`src/rtl/prog_sequencer.sv`:
```
// Program sequencer: arms on a Start level, selects a program entry point from a
// target table, then steps or branches the PC until Halt. Define
// PROG_SEQUENCER_CYCLE_COUNT_EN to build the saturating RUN-cycle counter.
module prog_sequencer #(
  parameter int PC_W      = 10,
  parameter int LUT_DEPTH = 16,
  parameter int N_PROG    = 4,
  parameter int CNT_W     = 16
) (
  input  logic                         Clk,
  input  logic                         Reset,
  input  logic                         Start,
  input  logic [$clog2(N_PROG)-1:0]    ProgSel,
  input  logic                         Halt,
  input  logic                         Stall,
  input  logic                         BranchEn,
  input  logic                         Taken,
  input  logic                         AbsJump,
  input  logic [$clog2(LUT_DEPTH)-1:0] TargIdx,
  input  logic [7:0]                   RelOff,
  input  logic                         LutWrEn,
  input  logic [$clog2(LUT_DEPTH)-1:0] LutWrIdx,
  input  logic [PC_W-1:0]              LutWrData,
  output logic [PC_W-1:0]              ProgCtr,
  output logic                         Run,
  output logic                         Ack,
  output logic [CNT_W-1:0]             CycleCount
);
  localparam int LW = $clog2(LUT_DEPTH);

  typedef enum logic [1:0] {S_IDLE, S_ARMED, S_RUN, S_DONE} state_e;

  state_e          state_q, state_d;
  logic [PC_W-1:0] pc_q, pc_d;
  logic [PC_W-1:0] lut_q [LUT_DEPTH];
  logic [PC_W-1:0] sel_tgt, jmp_tgt, rel_ext;

  // Table reads see registered contents, so a same-cycle write is not visible yet.
  assign sel_tgt = lut_q[LW'(ProgSel)];
  assign jmp_tgt = lut_q[TargIdx];
  assign rel_ext = PC_W'($signed(RelOff));

  always_ff @(posedge Clk) begin
    if (Reset) state_q <= S_IDLE;
    else       state_q <= state_d;
  end

  always_comb begin
    state_d = state_q;
    unique case (state_q)
      S_IDLE:  if (Start) state_d = S_ARMED;
      S_ARMED: if (!Start) state_d = S_RUN;
      S_RUN: begin
        if (Start)              state_d = S_ARMED;
        else if (Halt && !Stall) state_d = S_DONE;
      end
      S_DONE:  if (Start) state_d = S_ARMED;
      default: state_d = S_IDLE;
    endcase
  end

  always_comb begin
    Run = (state_q == S_RUN);
    Ack = (state_q == S_DONE);
  end

  // PC only loads the entry point while Start is held, so the selection seen on
  // the last high cycle is the one that runs.
  always_comb begin
    pc_d = pc_q;
    unique case (state_q)
      S_ARMED: if (Start) pc_d = sel_tgt;
      S_RUN: begin
        if (!Start && !Stall && !Halt) begin
          if (BranchEn && Taken) pc_d = AbsJump ? jmp_tgt : pc_q + rel_ext;
          else                   pc_d = pc_q + PC_W'(1);
        end
      end
      default: pc_d = pc_q;
    endcase
  end

  always_ff @(posedge Clk) begin
    if (Reset) pc_q <= '0;
    else       pc_q <= pc_d;
  end

  assign ProgCtr = pc_q;

  always_ff @(posedge Clk) begin
    if (Reset) begin
      for (int i = 0; i < LUT_DEPTH; i++) lut_q[i] <= '0;
    end else if (LutWrEn) begin
      lut_q[LutWrIdx] <= LutWrData;
    end
  end

`ifdef PROG_SEQUENCER_CYCLE_COUNT_EN
  logic [CNT_W-1:0] cnt_q, cnt_d;

  always_comb begin
    cnt_d = cnt_q;
    if (state_d == S_ARMED && state_q != S_ARMED) cnt_d = '0;
    else if (state_q == S_RUN && cnt_q != '1)     cnt_d = cnt_q + CNT_W'(1);
  end

  always_ff @(posedge Clk) begin
    if (Reset) cnt_q <= '0;
    else       cnt_q <= cnt_d;
  end

  assign CycleCount = cnt_q;
`else
  assign CycleCount = '0;
`endif

endmodule

```
`config.mk`:
```
export PLATFORM = sky130hd
export DESIGN_NAME = prog_sequencer
export DESIGN_NICKNAME = d
export VERILOG_FILES = /design/src/rtl/prog_sequencer.sv
export SDC_FILE = /design/constraint.sdc
export NUM_CORES = 1
export LEC_CHECK = 0
export CAP_MARGIN = 20
export CORE_AREA = 10 10 188 190
export CTS_BUF_LIST = sky130_fd_sc_hd__clkbuf_4 sky130_fd_sc_hd__clkbuf_8
export CTS_CLUSTER_DIAMETER = 40
export DETAILED_ROUTE_END_ITERATION = 16
export DIE_AREA = 0 0 198 200
export SLEW_MARGIN = 10
export SYNTH_ARGS = -nofsm -noshare
export SYNTH_HDL_FRONTEND = slang
export SYNTH_SLANG_ARGS = --single-unit
```
`constraint.sdc`:
```
create_clock -name Clk -period 3.6 [get_ports Clk]
set_clock_uncertainty 0.2 [all_clocks]
set_input_delay 0.72 -clock Clk [delete_from_list [all_inputs] [get_ports Clk]]
set_output_delay 0.72 -clock Clk [all_outputs]
set_load 0.01 [all_outputs]
```
* Word-level counts from Yosys, hierarchy flattened
Memory sizes are Yosys's and may differ from the RTL's. Cells that the tools add are included.
Operators by class: $add $sub $neg 2, reduce and logical (&&, ||, !) cells 13, equality and inequality tests 8, mux-type cells 18
Operators by type and width (number):
- 10-bit 2-to-1 mux | 5
- 10-bit one-hot mux with 2 select lines | 1
- 10-bit by 1-bit adder with 10-bit output (second input constant) | 1
- 10-bit adder | 1
- 10-bit OR reduction | 1
- 2-bit 2-to-1 mux | 4
- 1-bit 2-to-1 mux | 6
- 2-bit one-hot mux with 3 select lines | 1
- 3-bit AND reduction | 2
- 2-bit equality test (second input constant) | 2
- 1-bit logical AND | 4
- 4-bit 2-to-1 mux | 1
- 2-bit by 1-bit != test with 1-bit output (second input constant) | 2
- 2-bit != test (second input constant) | 2
- 1-bit zero test | 3
- 3-bit by 2-bit != test with 1-bit output (second input constant) | 1
- 2-bit by 1-bit equality test with 1-bit output (second input constant) | 1
- 2-bit zero test | 1
- 2-bit nonzero test | 1
- 2-bit OR reduction | 1
Storage, ports and cells: memories kept 1, RAM bits 160, bits of input ports 37, flip-flop bits (word level) 12, logic and storage cells 44, output and inout bits 28
Memory list:
- lut_q | depth 16, bits a word 10, read ports 2, clocked after memory_dff 0, write ports 16, RTL line 35 | logic [PC_W-1:0] lut_q [LUT_DEPTH];

* Longest topological paths before layout
depth after elaboration 5, mapped depth 10, gate-level depth less buffers 7

* Worst setup path after synthesis
No wires, ideal clock.
kind in2reg, start input RelOff[0], end register pc_q[8], in the netlist ProgCtr[8], slack 1.040 ns, cell stages on the path 7, buffers on the path 0, arrival time 2.286 ns, required time 3.326 ns, path through ha_1 > fa_1 > a21oi_1 > o2111ai_1 > and3_1 > or3_1 > a31oi_1
On the way: word-level cells in the longest chain between the ends 5
RTL lines:
- from (decl) | RTL line 20 | input logic [7:0] RelOff,
- 10-bit adder | RTL line 75 | if (BranchEn && Taken) pc_d = AbsJump ? jmp_tgt : pc_q + rel_ext;
- 10-bit 2-to-1 mux (2 in a row) | RTL line 75
- 10-bit 2-to-1 mux | RTL line 74 | if (!Start && !Stall && !Halt) begin
- 10-bit one-hot mux with 2 select lines | RTL line 71 | unique case (state_q)
- to (signal assigned) | RTL line 85 | else pc_q <= pc_d;
- to (decl) | RTL line 34 | logic [PC_W-1:0] pc_q, pc_d;
No other way between the ends. The select of a mux whose other input is x is not followed. A chain may end at the register's enable or synchronous reset.

* Final worst setup path
start input RelOff[0], end register pc_q[6], in the netlist ProgCtr[6]
Same word-level chain as after synthesis.

==> metrics.cfg <==
[route]
drt.antenna.violating_nets=0
drt_iter0_markers=563
drc=0
wl_per_cell_um=20.4
first_pass_iters=6
postRouteWirelength_um=24200
vias_per_cell=4.93
num_vias=5838

[sta]
rsz0062_at_grt=no
hold_ws_ns=0.362
tightest_slew_ns=0.767
setup_tns_ns=0
slew_headroom=0.487
setup_viol=0
finalHoldViolations=0
slew_viol_final=0
min_period_ns=2.72
fmax_mhz=368
min_period_over_period=0.754

[worst_hold_path]
whs_path_depth=2
min_path_type=flop to flop

[worst_setup_path]
reg2regPathDepth=9
crit_path_start_kind=primary input
cp.arrival_ns=2.91
crit_fanout=3
crit_type=primary input to flop
cp-end-kind=flop
cp.required_ns=3.79

[logic_synthesis]
synth_area_leaders=edfxtp_1 (51%), mux4_2 (11%), and2_1 (11%)
async_reset_ff_frac=0
ys_warn_count=0
yosys_register_bits=172
synth-edff-count=160
synth_top_family_by_area=simple AND/OR/NAND/NOR gates
seq_area_frac_synth=0.541
ys.flop_type=edfxtp_1
synth-simple-area-share=0.189
post-synth-top-area-fraction=0.515
synth_area_mm2=0.00933
synth_largest_area_cell=edfxtp_1
synth_compound_area_frac=0.0594
syn-instance-count=724
synth.distinct_cells=68
syn_avg_cell_area_um2=12.9
synthMuxAreaShare=0.135
synth_fa_ha_area_frac=0.0209
synth-xor-area-share=0.00469

[cts]
post_cts_buffers=0
hold_buffers=0
numCtsBuffers=17
h-tree-depth=4
clk_pin_slew_ns=0.10
clock_path_buffers=2
cts.sinks=172
cts_resized=0
root_buffer=clkbuf_8
cts_tree=built
insertion_delay_ns=0.47

[layout]
fin_util=0.338
final_cell_mix=and2_1 (161), edfxtp_1 (160), mux4_2 (46), clkdlybuf4s50_1 (46), nor2_1 (35)
area_growth_pct=13.7
num-nets-final=820
final_common_cell=and2_1
drive_gt1_frac=0.175
nFillCells=3077
diodes=0

[pwr]
power_leakage_nw=3.72
power_density_mw_per_mm2=439
ir_drop_mv=0.247

[global_routing]
grt_first_pass_wirelength_um=36600
grt_overflow=0
grt_pass1_vias=5901
grt_max_degree=30
antenna_found_initial=0
grt_use_total=0.124

[run]
drv_cap=0

[placement]
hpwl_um=17200
io_buffers=48
finalWeightedCongestion=0.859

[floorplanning]
rows=65
start_util=0.297
die_y_um=200
pin_count=65
die_width_um=198
dieArea_mm2=0.0396
coreArea_mm2=0.0314

[status]
status=completed

[metal layers]
metal / share of wire / up-vias / track usage / wire (µm)
met5: 0 / - / 0 / 0
met4: 0.020 / 0 / 0.0421 / 474
met3: 0.063 / 18 / 0.0251 / 1530
met2: 0.48 / 196 / 0.204 / 11500
met1: 0.44 / 2891 / 0.160 / 10600
li1: - / 2733 / - / -
[state kept, by name, summed over array words and instances, names as in the netlist]
name     cells
state_q      2
ProgCtr     10
lut_q      160
[where the power goes]
group          switching, mW  total (mW)  internal, mW
sequential            0.0914        2.41          2.32
clock                  0.732        1.36         0.626
combinational          0.489       0.890         0.400
[Yosys cell counts, types with 3 or more instances]
| master | count |
|---|---|
| a2111oi_0 | 3 |
| a211o_1 | 3 |
| a211oi_1 | 6 |
| a21o_1 | 3 |
| a21oi_1 | 10 |
| a22oi_1 | 3 |
| a311oi_1 | 3 |
| a31oi_1 | 5 |
| and2_1 | 161 |
| buf_2 | 9 |
| buf_4 | 21 |
| clkbuf_1 | 33 |
| clkbuf_8 | 4 |
| dfxtp_1 | 12 |
| edfxtp_1 | 160 |
| ha_1 | 14 |
| inv_1 | 12 |
| mux2_2 | 3 |
| mux2i_1 | 19 |
| mux4_2 | 46 |
| nand2_1 | 17 |
| nand2b_1 | 9 |
| nand3_1 | 14 |
| nand3b_1 | 4 |
| nand4_1 | 4 |
| nor2_1 | 35 |
| nor2b_1 | 5 |
| nor3_1 | 14 |
| nor4_1 | 4 |
| o2111ai_1 | 4 |
| o21ai_0 | 9 |
| o22ai_1 | 4 |
| o32ai_1 | 3 |
| or2_2 | 16 |
| or3_1 | 5 |
| xnor2_1 | 3 |
[path summary, 6_finish.rpt]
path                                   end  slack (ns)        from
worst max register to register  ProgCtr[7]        1.14  state_q[0]
worst min register to register  state_q[0]        0.36  state_q[0]
worst min-delay path            state_q[0]        0.36  state_q[0]
worst max-delay path            ProgCtr[6]        0.88   RelOff[0]
[worst max-delay path, cell delays in order]
cell and delay (ns):
clkdlybuf4s50_1 0.41, ha_1 0.22, fa_1 0.41, a21oi_1 0.27, o211ai_1 0.15, o21ai_0 0.15
or3b_1 0.40, a31oi_1 0.17
[layout make-up]
cell class / instances / area, µm² / area share
Inverter: 12 / 45.0 / 0.00425
Clock inverter: 14 / 146 / 0.0138
Sequential cell: 172 / 5040 / 0.475
Clock buffer: 18 / 241 / 0.0228
Multi-Input combinational cell: 483 / 3880 / 0.366
Timing Repair Buffer: 82 / 751 / 0.0708
Tap cell: 402 / 503 / 0.0474
[kinds of logic (layout without fill, tap and decap cells)]
| kind of cell | Yosys count | after routing |
|---|---|---|
| AND/OR/NAND/NOR | 303 | 303 |
| flip-flops | 172 | 172 |
| buffers and inverters | 84 | 126 |
| AO/OA/AOI/OAI | 76 | 76 |
| multiplexers | 68 | 68 |
| adder cells (fa/ha/maj) | 15 | 15 |
| XOR/XNOR | 5 | 5 |
| other | 1 | 16 |
[through the flow]
stage	instances	total power, mW	worst slack [ns]	instance area (µm²)
floorplan	739	3.03	1.04	9390
global placement	1151	3.34	0.459	10200
detailed placement	1151	3.35	0.409	10200
CTS	1183	4.68	0.891	10600
global route	1183	4.87	0.701	10600
finish	1183	4.66	0.885	10600
(Power assumes the default switching activity.)
